`src/rtl/key_classifier_pkg.sv`:
```
// Shared types and scan-code constants for the PS/2 key classifier.
package key_classifier_pkg;

  typedef enum logic [1:0] {
    ST_IDLE,
    ST_EXT,
    ST_BRK,
    ST_EXT_BRK
  } state_e;

  typedef enum logic [2:0] {
    CLS_NONE,
    CLS_T,
    CLS_P,
    CLS_B,
    CLS_INI,
    CLS_TER
  } class_e;

  localparam logic [7:0] SC_EXT   = 8'hE0;
  localparam logic [7:0] SC_BRK   = 8'hF0;
  localparam logic [7:0] SC_T1    = 8'h16;
  localparam logic [7:0] SC_T2    = 8'h1E;
  localparam logic [7:0] SC_T3    = 8'h26;
  localparam logic [7:0] SC_P1    = 8'h4D;
  localparam logic [7:0] SC_P0    = 8'h21;
  localparam logic [7:0] SC_B1    = 8'h32;
  localparam logic [7:0] SC_B0    = 8'h31;
  localparam logic [7:0] SC_ENTER = 8'h5A;
  localparam logic [7:0] SC_Q     = 8'h15;

  // One-hot position of a class in the {terminar, iniciar, b, p, t} mask.
  function automatic logic [4:0] class_mask(input class_e c);
    case (c)
      CLS_T:   class_mask = 5'b00001;
      CLS_P:   class_mask = 5'b00010;
      CLS_B:   class_mask = 5'b00100;
      CLS_INI: class_mask = 5'b01000;
      CLS_TER: class_mask = 5'b10000;
      default: class_mask = 5'b00000;
    endcase
  endfunction

endpackage

```
`src/rtl/key_classifier_key_lut.sv`:
```
// Combinational decode of {extended, scan code} into key class and value.
module key_lut
  import key_classifier_pkg::*;
#(
  parameter int unsigned DATA_W = 8
) (
  input  logic              ext,
  input  logic [DATA_W-1:0] code,
  output class_e            cls,
  output logic [1:0]        val
);

  // Only Enter exists in the extended set; everything else decodes plain.
  always_comb begin
    cls = CLS_NONE;
    val = '0;
    if (ext) begin
      if (code == DATA_W'(SC_ENTER)) cls = CLS_TER;
    end else begin
      case (code)
        DATA_W'(SC_T1):    begin cls = CLS_T;   val = 2'd1; end
        DATA_W'(SC_T2):    begin cls = CLS_T;   val = 2'd2; end
        DATA_W'(SC_T3):    begin cls = CLS_T;   val = 2'd3; end
        DATA_W'(SC_P1):    begin cls = CLS_P;   val = 2'd1; end
        DATA_W'(SC_P0):    begin cls = CLS_P;   val = 2'd0; end
        DATA_W'(SC_B1):    begin cls = CLS_B;   val = 2'd1; end
        DATA_W'(SC_B0):    begin cls = CLS_B;   val = 2'd0; end
        DATA_W'(SC_ENTER): cls = CLS_TER;
        DATA_W'(SC_Q):     cls = CLS_INI;
        default:           cls = CLS_NONE;
      endcase
    end
  end

endmodule

```
`src/rtl/key_classifier.sv`:
```
// PS/2 scan-code sequencer: tracks E0/F0 prefixes, classifies keys,
// emits one-cycle class pulses and maintains a per-class held mask.
module key_classifier
  import key_classifier_pkg::*;
#(
  parameter int unsigned REPORT_ON_BREAK = 0,
  parameter int unsigned SUPPRESS_REPEAT = 1,
  parameter int unsigned TIMEOUT_CYC     = 50000,
  parameter int unsigned DATA_W          = 8
) (
  input  logic              clk,
  input  logic              rst_n,
  input  logic [DATA_W-1:0] rx_data,
  input  logic              rx_valid,
  output logic              validat,
  output logic              validap,
  output logic              validab,
  output logic              iniciar,
  output logic              terminar,
  output logic [1:0]        key_val,
  output logic [4:0]        held
);

  localparam int unsigned CNT_W = (TIMEOUT_CYC < 2) ? 1 : $clog2(TIMEOUT_CYC + 1);
  localparam logic [CNT_W-1:0] CNT_MAX = CNT_W'(TIMEOUT_CYC);

  state_e           state_q, state_d, state_cur;
  logic [CNT_W-1:0] cnt_q, cnt_d;
  logic [4:0]       pulse_q, pulse_d;
  logic [1:0]       key_val_q, key_val_d;
  logic [4:0]       held_q, held_d;

  logic       timeout;
  logic       ev_make, ev_brk, ev_ext;
  logic       fire;
  logic [4:0] mask;
  class_e     lut_cls;
  logic [1:0] lut_val;

  key_lut #(.DATA_W(DATA_W)) u_lut (
    .ext  (ev_ext),
    .code (rx_data),
    .cls  (lut_cls),
    .val  (lut_val)
  );

  // Prefix tracking; an expiring timeout collapses the state to IDLE first,
  // so a byte arriving on that same cycle is parsed from IDLE.
  always_comb begin
    timeout   = (state_q != ST_IDLE) && (cnt_q == CNT_MAX);
    state_cur = timeout ? ST_IDLE : state_q;
    state_d   = state_cur;
    cnt_d     = '0;
    ev_make   = 1'b0;
    ev_brk    = 1'b0;
    ev_ext    = 1'b0;
    if (rx_valid) begin
      case (state_cur)
        ST_IDLE: begin
          if (rx_data == DATA_W'(SC_EXT))      state_d = ST_EXT;
          else if (rx_data == DATA_W'(SC_BRK)) state_d = ST_BRK;
          else                                 ev_make = 1'b1;
        end
        ST_EXT: begin
          if (rx_data == DATA_W'(SC_BRK)) begin
            state_d = ST_EXT_BRK;
          end else begin
            ev_make = 1'b1;
            ev_ext  = 1'b1;
            state_d = ST_IDLE;
          end
        end
        ST_BRK: begin
          ev_brk  = 1'b1;
          state_d = ST_IDLE;
        end
        ST_EXT_BRK: begin
          ev_brk  = 1'b1;
          ev_ext  = 1'b1;
          state_d = ST_IDLE;
        end
        default: state_d = ST_IDLE;
      endcase
    end else if (state_cur != ST_IDLE) begin
      cnt_d = cnt_q + CNT_W'(1);
    end
  end

  // Apply make/break events to the held mask, pulses and key value.
  always_comb begin
    mask      = class_mask(lut_cls);
    held_d    = held_q;
    pulse_d   = '0;
    key_val_d = key_val_q;
    fire      = 1'b0;
    if (ev_make) begin
      held_d = held_q | mask;
      fire   = (REPORT_ON_BREAK == 0) &&
               !((SUPPRESS_REPEAT != 0) && ((held_q & mask) != '0));
    end else if (ev_brk) begin
      held_d = held_q & ~mask;
      fire   = (REPORT_ON_BREAK != 0);
    end
    if (fire && (mask != '0)) begin
      pulse_d   = mask;
      key_val_d = lut_val;
    end
  end

  // State, timeout counter and registered outputs.
  always_ff @(posedge clk or negedge rst_n) begin
    if (!rst_n) begin
      state_q   <= ST_IDLE;
      cnt_q     <= '0;
      pulse_q   <= '0;
      key_val_q <= '0;
      held_q    <= '0;
    end else begin
      state_q   <= state_d;
      cnt_q     <= cnt_d;
      pulse_q   <= pulse_d;
      key_val_q <= key_val_d;
      held_q    <= held_d;
    end
  end

  assign validat  = pulse_q[0];
  assign validap  = pulse_q[1];
  assign validab  = pulse_q[2];
  assign iniciar  = pulse_q[3];
  assign terminar = pulse_q[4];
  assign key_val  = key_val_q;
  assign held     = held_q;

endmodule

```
`config.mk`:
```
export PLATFORM = sky130hd
export DESIGN_NAME = key_classifier
export DESIGN_NICKNAME = d
export VERILOG_FILES = /design/src/rtl/key_classifier_pkg.sv /design/src/rtl/key_classifier_key_lut.sv /design/src/rtl/key_classifier.sv
export SDC_FILE = /design/constraint.sdc
export NUM_CORES = 1
export LEC_CHECK = 0
export BUFFER_PORTS_ARGS = -buffer_cell sky130_fd_sc_hd__clkbuf_2
export CAP_MARGIN = 20
export CORE_ASPECT_RATIO = 0.8
export CORE_MARGIN = 5
export CORE_UTILIZATION = 45
export CTS_CLUSTER_DIAMETER = 120
export DETAILED_ROUTE_END_ITERATION = 7
export PLACE_DENSITY = 0.67
export SLEW_MARGIN = 5
export SYNTH_ARGS = -nofsm -noshare
export SYNTH_HDL_FRONTEND = slang
export SYNTH_SLANG_ARGS = --single-unit
```
`constraint.sdc`:
```
create_clock -name clk -period 1.9 [get_ports clk]
set_input_delay 0.38 -clock clk [delete_from_list [all_inputs] [get_ports clk]]
set_output_delay 0.38 -clock clk [all_outputs]
set_load 0.02 [all_outputs]
```
==> impl_metrics.json, run 1 <==
{
  "status": "finished, violations left",
  "violations": "negative setup slack",
  "finalClockSkew_ns": 0.00863,
  "endpoint_kind": "flip-flop",
  "drt-initial-drc-count": 103,
  "grt-ovfl-total": 0,
  "required_ns": 2.06,
  "critPathKind": "flip-flop to flip-flop",
  "synth_flop_cell": "dfrtp_1",
  "timing_worst_slew_pin_value_ns": 0.719,
  "num_vias": 1673,
  "viasPerCell": 5.31,
  "synth_edf_count": 0,
  "use_met3_pct": 5.21,
  "yosysUniqueCellTypes": 49,
  "cts-root-buf": "clkbuf_8",
  "synth-seq-cells": 30,
  "synth_common_cells": "dfrtp_1 (30), nor2_1 (24), nand2_1 (13), nand3_1 (9), inv_1 (8)",
  "clk_pin_slew_worst_paths_ns": 0.06,
  "cts.sinks": 30,
  "rows": 20,
  "synthCells": 185,
  "drt_wl_total_mm": 4.54,
  "rsz0062_at_grt": "true",
  "hpwl_mm": 3.11,
  "cp_max_fo": 4,
  "area_delta_synth_final_pct": 49.7,
  "drive_above_1_share_pct": 41.7,
  "core_mm2": 0.00373,
  "yosysMostFrequentCell": "dfrtp_1",
  "worstPathArrival_ns": 2.31,
  "ant_nets": 0,
  "clkLatencyLatePin_ns": 0.28,
  "grt_max_degree": 31,
  "startpoint_type": "flip-flop",
  "setup_viol": 11,
  "final_util_pct": 68.9,
  "nets": 284,
  "gp_congestion": 0.854,
  "synthArstFlopShare_pct": 100,
  "cts_tree": "built",
  "netlist_top_cells_area": "dfrtp_1 (44%), nor2_1 (5.2%), xor2_1 (3.6%), xnor2_1 (3.1%), nand2_1 (2.8%)",
  "antenna_found_initial": 0,
  "p_per_area_mw_per_mm2": 511,
  "cts_max_level": 2,
  "use_met2_pct": 25.7,
  "netlist.top_cell.by_area": "dfrtp_1",
  "fmax_mhz": 466,
  "finalPower_w": 0.00131,
  "r2r_slack_ns": -0.25,
  "die_y_um": 65.2,
  "syn_area_per_cell_um2": 9.28,
  "grt_use_total_pct": 18.9,
  "start_util_pct": 46.0,
  "synth_area_mm2": 0.00172,
  "design.die.area_mm2": 0.00516,
  "ir_drop_v": 0.000508,
  "syn-num-nets": 198,
  "slew_headroom_pct": 52.1,
  "min-delay-path-class": "input pin to async pin",
  "yosys_warnings": 0,
  "grt_pass1_vias": 1576,
  "max-cap-violations": 0,
  "cts.path.max_buffers": 2,
  "grt_pass1_wl_mm": 7.53,
  "post-route-min-period_ns": 2.15,
  "maxSlewViolCount": 0,
  "globalRouteMet1Util_pct": 28.8,
  "setup_slack_ns": -0.245,
  "port_buffers": 22,
  "remaining_drc_errors": 0,
  "finalHoldViolCount": 0,
  "timing.final.crit_share_pct": 113,
  "die_x_um": 79.1,
  "top_usage_layer": "met1",
  "finalSetupTns_ns": -1.62,
  "hold_buffers": 0,
  "firstDrtPassIters": 4,
  "cts_inserted_buffers": 5,
  "pin_count": 23,
  "diodes": 0,
  "synth_top_area_share_pct": 43.7,
  "wl_per_cell_um": 14.4,
  "yosysSeqAreaShare_pct": 43.7,
  "leakagePower_nw": 1.14
}
cells in the final DEF (no fill, tap or decap), drive strengths merged, types with 4 or more instances in the layout:
cell,Yosys,final
clkbuf,1,30
xnor2,6,6
o21ai,8,8
nand2b,5,5
nor2b,4,4
nand4,4,4
buf,2,59
nand2,13,13
nor2,24,24
or3,6,6
xor2,7,7
nand3,9,9
nor3,7,7
dfrtp,30,30
inv,8,8
and3,4,4
a21oi,7,7
critical path, cell delays in order, from the launching register on:
cell	delay, ns
dfrtp_1	0.40
nor4b_2	0.32
nand4_1	0.22
o21a_1	0.27
a211oi_2	0.27
o2111a_2	0.26
mux2_4	0.30
layout make-up:
cell class                 instances  area, um^2
clock buffer                       7        76.3
tap                               44        55.1
inverter                           8        30.0
sequential                        30         751
multi-input combinational        144        1060
fill                             299        1160
timing repair buffer              82         598
cell families (layout without fill, tap and decap cells):
family,after synthesis,count (layout),synth area share (%)
buf+inv,11,97,2.55
fa+ha+maj,2,2,1.46
mux,2,2,1.31
simple gates,95,95,30.9
flops,30,30,43.7
xor+xnor,13,13,6.63
compound gates,32,32,13.4
what timing repair did:
item | in CTS | in global routing
endpoints found under the setup margin | 11 | 29
cloned | 0 | 1
endpoints found under the hold margin | 0 | 0
buffers inserted | 5 | 4
pin swaps | 12 | 17
resized for setup | 12 | 19
power by group:
part	internal (W)	switching [W]	total [W]
logic	0.0000780	0.0000970	0.000175
registers	0.000653	0.0000158	0.000669
clock network	0.000251	0.000219	0.000470
stage by stage:
stage	hold WS, ns	instance area, um^2	instances	worst slack, ns
5_1_grt	0.210	2570	315	-0.348
4_1_cts	0.168	2430	311	-0.180
3_3_place_gp	0.471	2260	299	-0.285
2_1_floorplan	0.0844	1720	185	-0.103
6_report	0.149	2570	315	-0.245
3_5_place_dp	0.472	2260	299	-0.343
final timing paths:
check	startpoint	endpoint	depth (start not counted)
setup / recovery	cnt_q[12]	key_val[0]	6
hold / removal	rst_n	cnt_q[8]	1
setup reg to reg	cnt_q[12]	key_val[0]	6
hold reg to reg	key_val[0]	key_val[0]	1
max in group asynchronous	rst_n	cnt_q[1]	1
min in group clk	rx_valid	state_q[0]	2
metal layers:
metal	vias to the layer above	wire (um)
li1	840	-
met3	8	210
met1	791	2380
met2	34	1900
met4	0	49
met5	-	0
Power figures use the tool's default switching activity.
==> run 2: changes to the inputs <==
--- a/config.mk
+++ b/config.mk
@@ -7,7 +7,7 @@
 export LEC_CHECK = 0
 export BUFFER_PORTS_ARGS = -buffer_cell sky130_fd_sc_hd__clkbuf_2
 export CAP_MARGIN = 20
-export CORE_ASPECT_RATIO = 0.8
+export CORE_ASPECT_RATIO = 1.1
 export CORE_MARGIN = 5
 export CORE_UTILIZATION = 45
 export CTS_CLUSTER_DIAMETER = 120
==> run 2 against run 1 <==
The flow still finishes with violations (negative setup slack). Worst setup slack better by 0.12 ns. Die area down 0.12%. Final cell count down 0.32%. Global-route usage about the same. Fmax up 6.0%. Clock power down 1%. Sequential share of layout area up 1.5 points. Final area down 4.8%.
==> impl_metrics.json, run 2 (same netlist as run 1, synthesis figures left out) <==
{
  "worstPathArrival_ns": 2.19,
  "core_mm2": 0.00365,
  "setup_viol": 7,
  "finalHoldViolCount": 0,
  "finalClockSkew_ns": 0.00397,
  "diodes": 0,
  "ant_nets": 0,
  "post-route-min-period_ns": 2.02,
  "design.die.area_mm2": 0.00515,
  "remaining_drc_errors": 0,
  "cts.sinks": 30,
  "min-delay-path-class": "input pin to async pin",
  "startpoint_type": "flip-flop",
  "critPathKind": "flip-flop to flip-flop",
  "drt-initial-drc-count": 110,
  "place_inst": 304,
  "die_y_um": 74.8,
  "drt_wl_total_mm": 4.20,
  "clk_pin_slew_worst_paths_ns": 0.06,
  "hpwl_mm": 3.36,
  "endpoint_kind": "flip-flop",
  "grt_max_degree": 31,
  "drive_above_1_share_pct": 38.3,
  "maxSlewViolCount": 0,
  "cts-root-buf": "clkbuf_8",
  "grt_pass1_wl_mm": 7.27,
  "rsz0062_at_grt": "true",
  "grt-ovfl-total": 0,
  "fin_cells": 314,
  "cts_max_level": 2,
  "final_util_pct": 66.9,
  "cp_max_fo": 5,
  "nets": 277,
  "fmax_mhz": 494,
  "cts_tree": "built",
  "timing.final.crit_share_pct": 106,
  "required_ns": 2.07,
  "p_per_area_mw_per_mm2": 529,
  "cts_inserted_buffers": 5,
  "pin_count": 23,
  "setup_slack_ns": -0.123,
  "ir_drop_v": 0.000254,
  "num_vias": 1646,
  "max-cap-violations": 0,
  "whs_ns": 0.160,
  "viasPerCell": 5.24,
  "pre_cts_slack_ns": -0.408,
  "violations": "negative setup slack",
  "antenna_found_initial": 0,
  "slew_headroom_pct": 50.4,
  "r2r_slack_ns": -0.12,
  "status": "finished, violations left",
  "port_buffers": 22,
  "wl_per_cell_um": 13.4,
  "cts.path.max_buffers": 2,
  "timing_worst_slew_pin_value_ns": 0.745,
  "firstDrtPassIters": 4,
  "final_cell_mix": "buf_4 (50), dfrtp_1 (30), nor2_1 (22), clkbuf_2 (22), nand2_1 (12)",
  "start_util_pct": 47.0,
  "area_delta_synth_final_pct": 42.5,
  "leakagePower_nw": 1.09,
  "gp_congestion": 0.849,
  "grt_pass1_vias": 1714,
  "grt_use_total_pct": 18.9,
  "clkLatencyLatePin_ns": 0.28,
  "layout_commonest_cell": "buf_4",
  "rows": 23,
  "die_x_um": 68.9
}
run 2: timing repair:
item                       4_1_cts  5_1_grt
hold buffers                     0        0
setup endpoints to repair       13       27
gates cloned                     0        0
buffers inserted                 3        0
pin swaps                        7       11
gates resized for setup          6       14
run 2: critical path: stages, from the launching register on:
cell       delay, ns
dfrtp_1         0.38
nor4b_2         0.31
nand4_1         0.14
buf_6           0.16
o21a_1          0.18
buf_4           0.14
or3_4           0.34
nand2b_4        0.14
o2bb2ai_1       0.11
run 2: routing by layer:
layer,track usage (%),share of wire (%),up-vias,wire [um]
met3,4.48,3.7,11,156
met4,8.44,2.6,0,109
met5,0,0,-,0
met1,19.5,40,773,1670
li1,-,-,828,-
met2,35.4,54,34,2260
run 2: power breakdown:
| part | leakage [nW] | internal, W | switching [W] | total, W |
|---|---|---|---|---|
| clock network | 0.0383 | 0.000251 | 0.000213 | 0.000464 |
| logic | 0.631 | 0.0000718 | 0.0000920 | 0.000164 |
| registers | 0.416 | 0.000653 | 0.0000137 | 0.000667 |
run 2: cell type report:
type,count,area [um^2]
clock buffers,7,76.3
fillers,322,1210
inverters,8,30.0
multi-input cells,144,998
flip-flops and latches,30,751
well taps,50,62.6
repair buffers,75,528
run 2: path summary, 6_finish.rpt:
| path | start | endpoint | cells after the start |
|---|---|---|---|
| max reg2reg | cnt_q[13] | flip-flop | 8 |
| min reg2reg | key_val[0] | key_val[0] | 1 |
| max | cnt_q[13] | flip-flop | 8 |
| min | rst_n | cnt_q[4] | 1 |
| max in group asynchronous | rst_n | cnt_q[9] | 1 |
| min in group clk | rx_valid | state_q[0] | 2 |
run 2: through the flow:
stage / setup TNS (ns) / power (W) / instance area (um^2)
2_1_floorplan: -0.206 / 0.000744 / 1720
3_3_place_gp: -1.97 / 0.000829 / 2260
3_5_place_dp: -3.15 / 0.000834 / 2260
4_1_cts: -1.09 / 0.00131 / 2380
5_1_grt: -1.64 / 0.00136 / 2450
6_report: -0.570 / 0.00130 / 2450
==> run 3: changes to the inputs <==
--- a/config.mk
+++ b/config.mk
@@ -9,10 +9,11 @@
 export CAP_MARGIN = 20
 export CORE_ASPECT_RATIO = 1.1
 export CORE_MARGIN = 5
-export CORE_UTILIZATION = 45
+export CORE_UTILIZATION = 51
 export CTS_CLUSTER_DIAMETER = 120
 export DETAILED_ROUTE_END_ITERATION = 7
-export PLACE_DENSITY = 0.67
+export GPL_ROUTABILITY_DRIVEN = 0
+export PLACE_DENSITY_LB_ADDON = 0.3
 export SLEW_MARGIN = 5
 export SYNTH_ARGS = -nofsm -noshare
 export SYNTH_HDL_FRONTEND = slang
==> run 3 against run 2 <==
The flow still finishes with violations (negative setup slack). Non-clock buffer count up 2. Routed wire length up 8.4%. Fmax down 6.7%. Via count up 5.0%. Die area down 10%. Global-route usage up 1.8 points. Highest routed layer unchanged.
==> impl_metrics.json, run 3 (same netlist as run 1, synthesis figures left out) <==
{
  "status": "finished, violations left",
  "violations": "negative setup slack",
  "slew_headroom_pct": 49.8,
  "remaining_drc_errors": 0,
  "timing_worst_slew_pin_value_ns": 0.753,
  "fmax_mhz": 461,
  "grt_max_degree": 31,
  "die_x_um": 65.3,
  "grt_pass1_vias": 1730,
  "rows": 22,
  "num_vias": 1729,
  "core_mm2": 0.00330,
  "finalClockSkew_ns": 0.00997,
  "drive_above_1_share_pct": 37.1,
  "ant_nets": 0,
  "seqCellArea_um2": 751,
  "nets": 279,
  "firstDrtPassIters": 4,
  "maxSlewViolCount": 0,
  "die_y_um": 70.9,
  "critPathKind": "flip-flop to flip-flop",
  "cts_inserted_buffers": 5,
  "hpwl_mm": 3.37,
  "rsz0062_at_grt": "true",
  "drt_wl_total_mm": 4.55,
  "layout_commonest_cell": "buf_4",
  "ir_drop_v": 0.000355,
  "post-route-min-period_ns": 2.17,
  "fin_cells": 303,
  "antenna_found_initial": 0,
  "endpoint_kind": "flip-flop",
  "setup_slack_ns": -0.268,
  "wl_per_cell_um": 15.0,
  "startpoint_type": "flip-flop",
  "cts.sinks": 30,
  "clk_pin_slew_worst_paths_ns": 0.10,
  "start_util_pct": 52.0,
  "min-delay-path-class": "input pin to async pin",
  "cts_max_level": 2,
  "port_buffers": 22,
  "pin_count": 23,
  "finalHoldViolCount": 0,
  "worstPathArrival_ns": 2.39,
  "pre_cts_slack_ns": -0.373,
  "viasPerCell": 5.71,
  "grt-ovfl-total": 0,
  "p_per_area_mw_per_mm2": 507,
  "cts_tree": "built",
  "cts-root-buf": "clkbuf_4",
  "fillers": 248,
  "drt-initial-drc-count": 81,
  "grt_use_total_pct": 20.7,
  "setup_viol": 11,
  "cts.path.max_buffers": 2,
  "timing.final.crit_share_pct": 114,
  "area_delta_synth_final_pct": 40.5,
  "place_inst": 290,
  "clkLatencyLatePin_ns": 0.32,
  "diodes": 0,
  "design.die.area_mm2": 0.00463,
  "max-cap-violations": 0,
  "leakagePower_nw": 1.10,
  "cp_max_fo": 5,
  "final_cell_mix": "buf_4 (53), dfrtp_1 (30), nor2_1 (23)",
  "grt_pass1_wl_mm": 7.51,
  "required_ns": 2.12,
  "multi_input_area_um2": 987
}
-- run 3: changes by cell type in the layout (fill, tap and decap cells not counted), sizes merged --
cell    before  now
clkinv       0    1
buf         53   55
-- run 3: timing repair --
item / 4_1_cts / 5_1_grt
hold buffers: 0 / 0
gates resized for setup: 10 / 4
setup buffers: 4 / 2
setup endpoints to repair: 12 / 13
pin swaps: 5 / 5
endpoints found under the hold margin: 0 / 0
-- run 3: final cells by class --
cell class	instances	area share [%]
Clock buffer	7	2.28
Sequential cell	30	31.1
Timing Repair Buffer	77	22.4
Clock inverter	1	0.207
Tap cell	36	1.87
Multi-Input combinational cell	144	40.9
Inverter	8	1.24
-- run 3: layer usage --
layer	share of wire, %	global-route usage, %
met4	5.0	12.0
met5	0	0
met2	52	35.8
met3	4.7	4.44
met1	38	23.2
-- run 3: worst paths after layout --
path,from,to,slack (ns),depth (start not counted)
setup / recovery,cnt_q[11],pulse_q[3],-0.27,8
hold / removal,rst_n,cnt_q[3],0.11,1
setup reg to reg,cnt_q[11],pulse_q[3],-0.27,8
hold reg to reg,key_val[0],key_val[0],0.50,1
max in group asynchronous,rst_n,pulse_q[0],1.31,1
min in group clk,rx_valid,state_q[0],0.34,2
-- run 3: worst max-delay path, cell delays in order (launching register included) --
cell      delay [ns]
dfrtp_1         0.40
nor4bb_1        0.27
nand4_1         0.27
o21a_1          0.30
a211oi_2        0.21
buf_4           0.15
buf_4           0.10
o21ai_2         0.09
nor4_1          0.27
-- run 3: per-stage QoR --
step	area, um^2	utilization (%)	hold WS (ns)	total power (W)	TNS (ns)
5_1_grt	2410	73.0	0.143	0.00129	-2.99
2_1_floorplan	1720	-	0.0844	0.000744	-0.206
4_1_cts	2380	71.9	0.121	0.00123	-1.02
3_3_place_gp	2250	68.0	0.468	0.000827	-1.09
3_5_place_dp	2250	68.0	0.476	0.000835	-1.75
6_report	2410	73.0	0.111	0.00122	-1.88
-- run 3: power breakdown --
group	internal, W	total, W	switching (W)
sequential	0.000652	0.000665	0.0000132
combinational	0.0000716	0.000167	0.0000953
clock	0.000179	0.000391	0.000212
total	0.000903	0.00122	0.000320
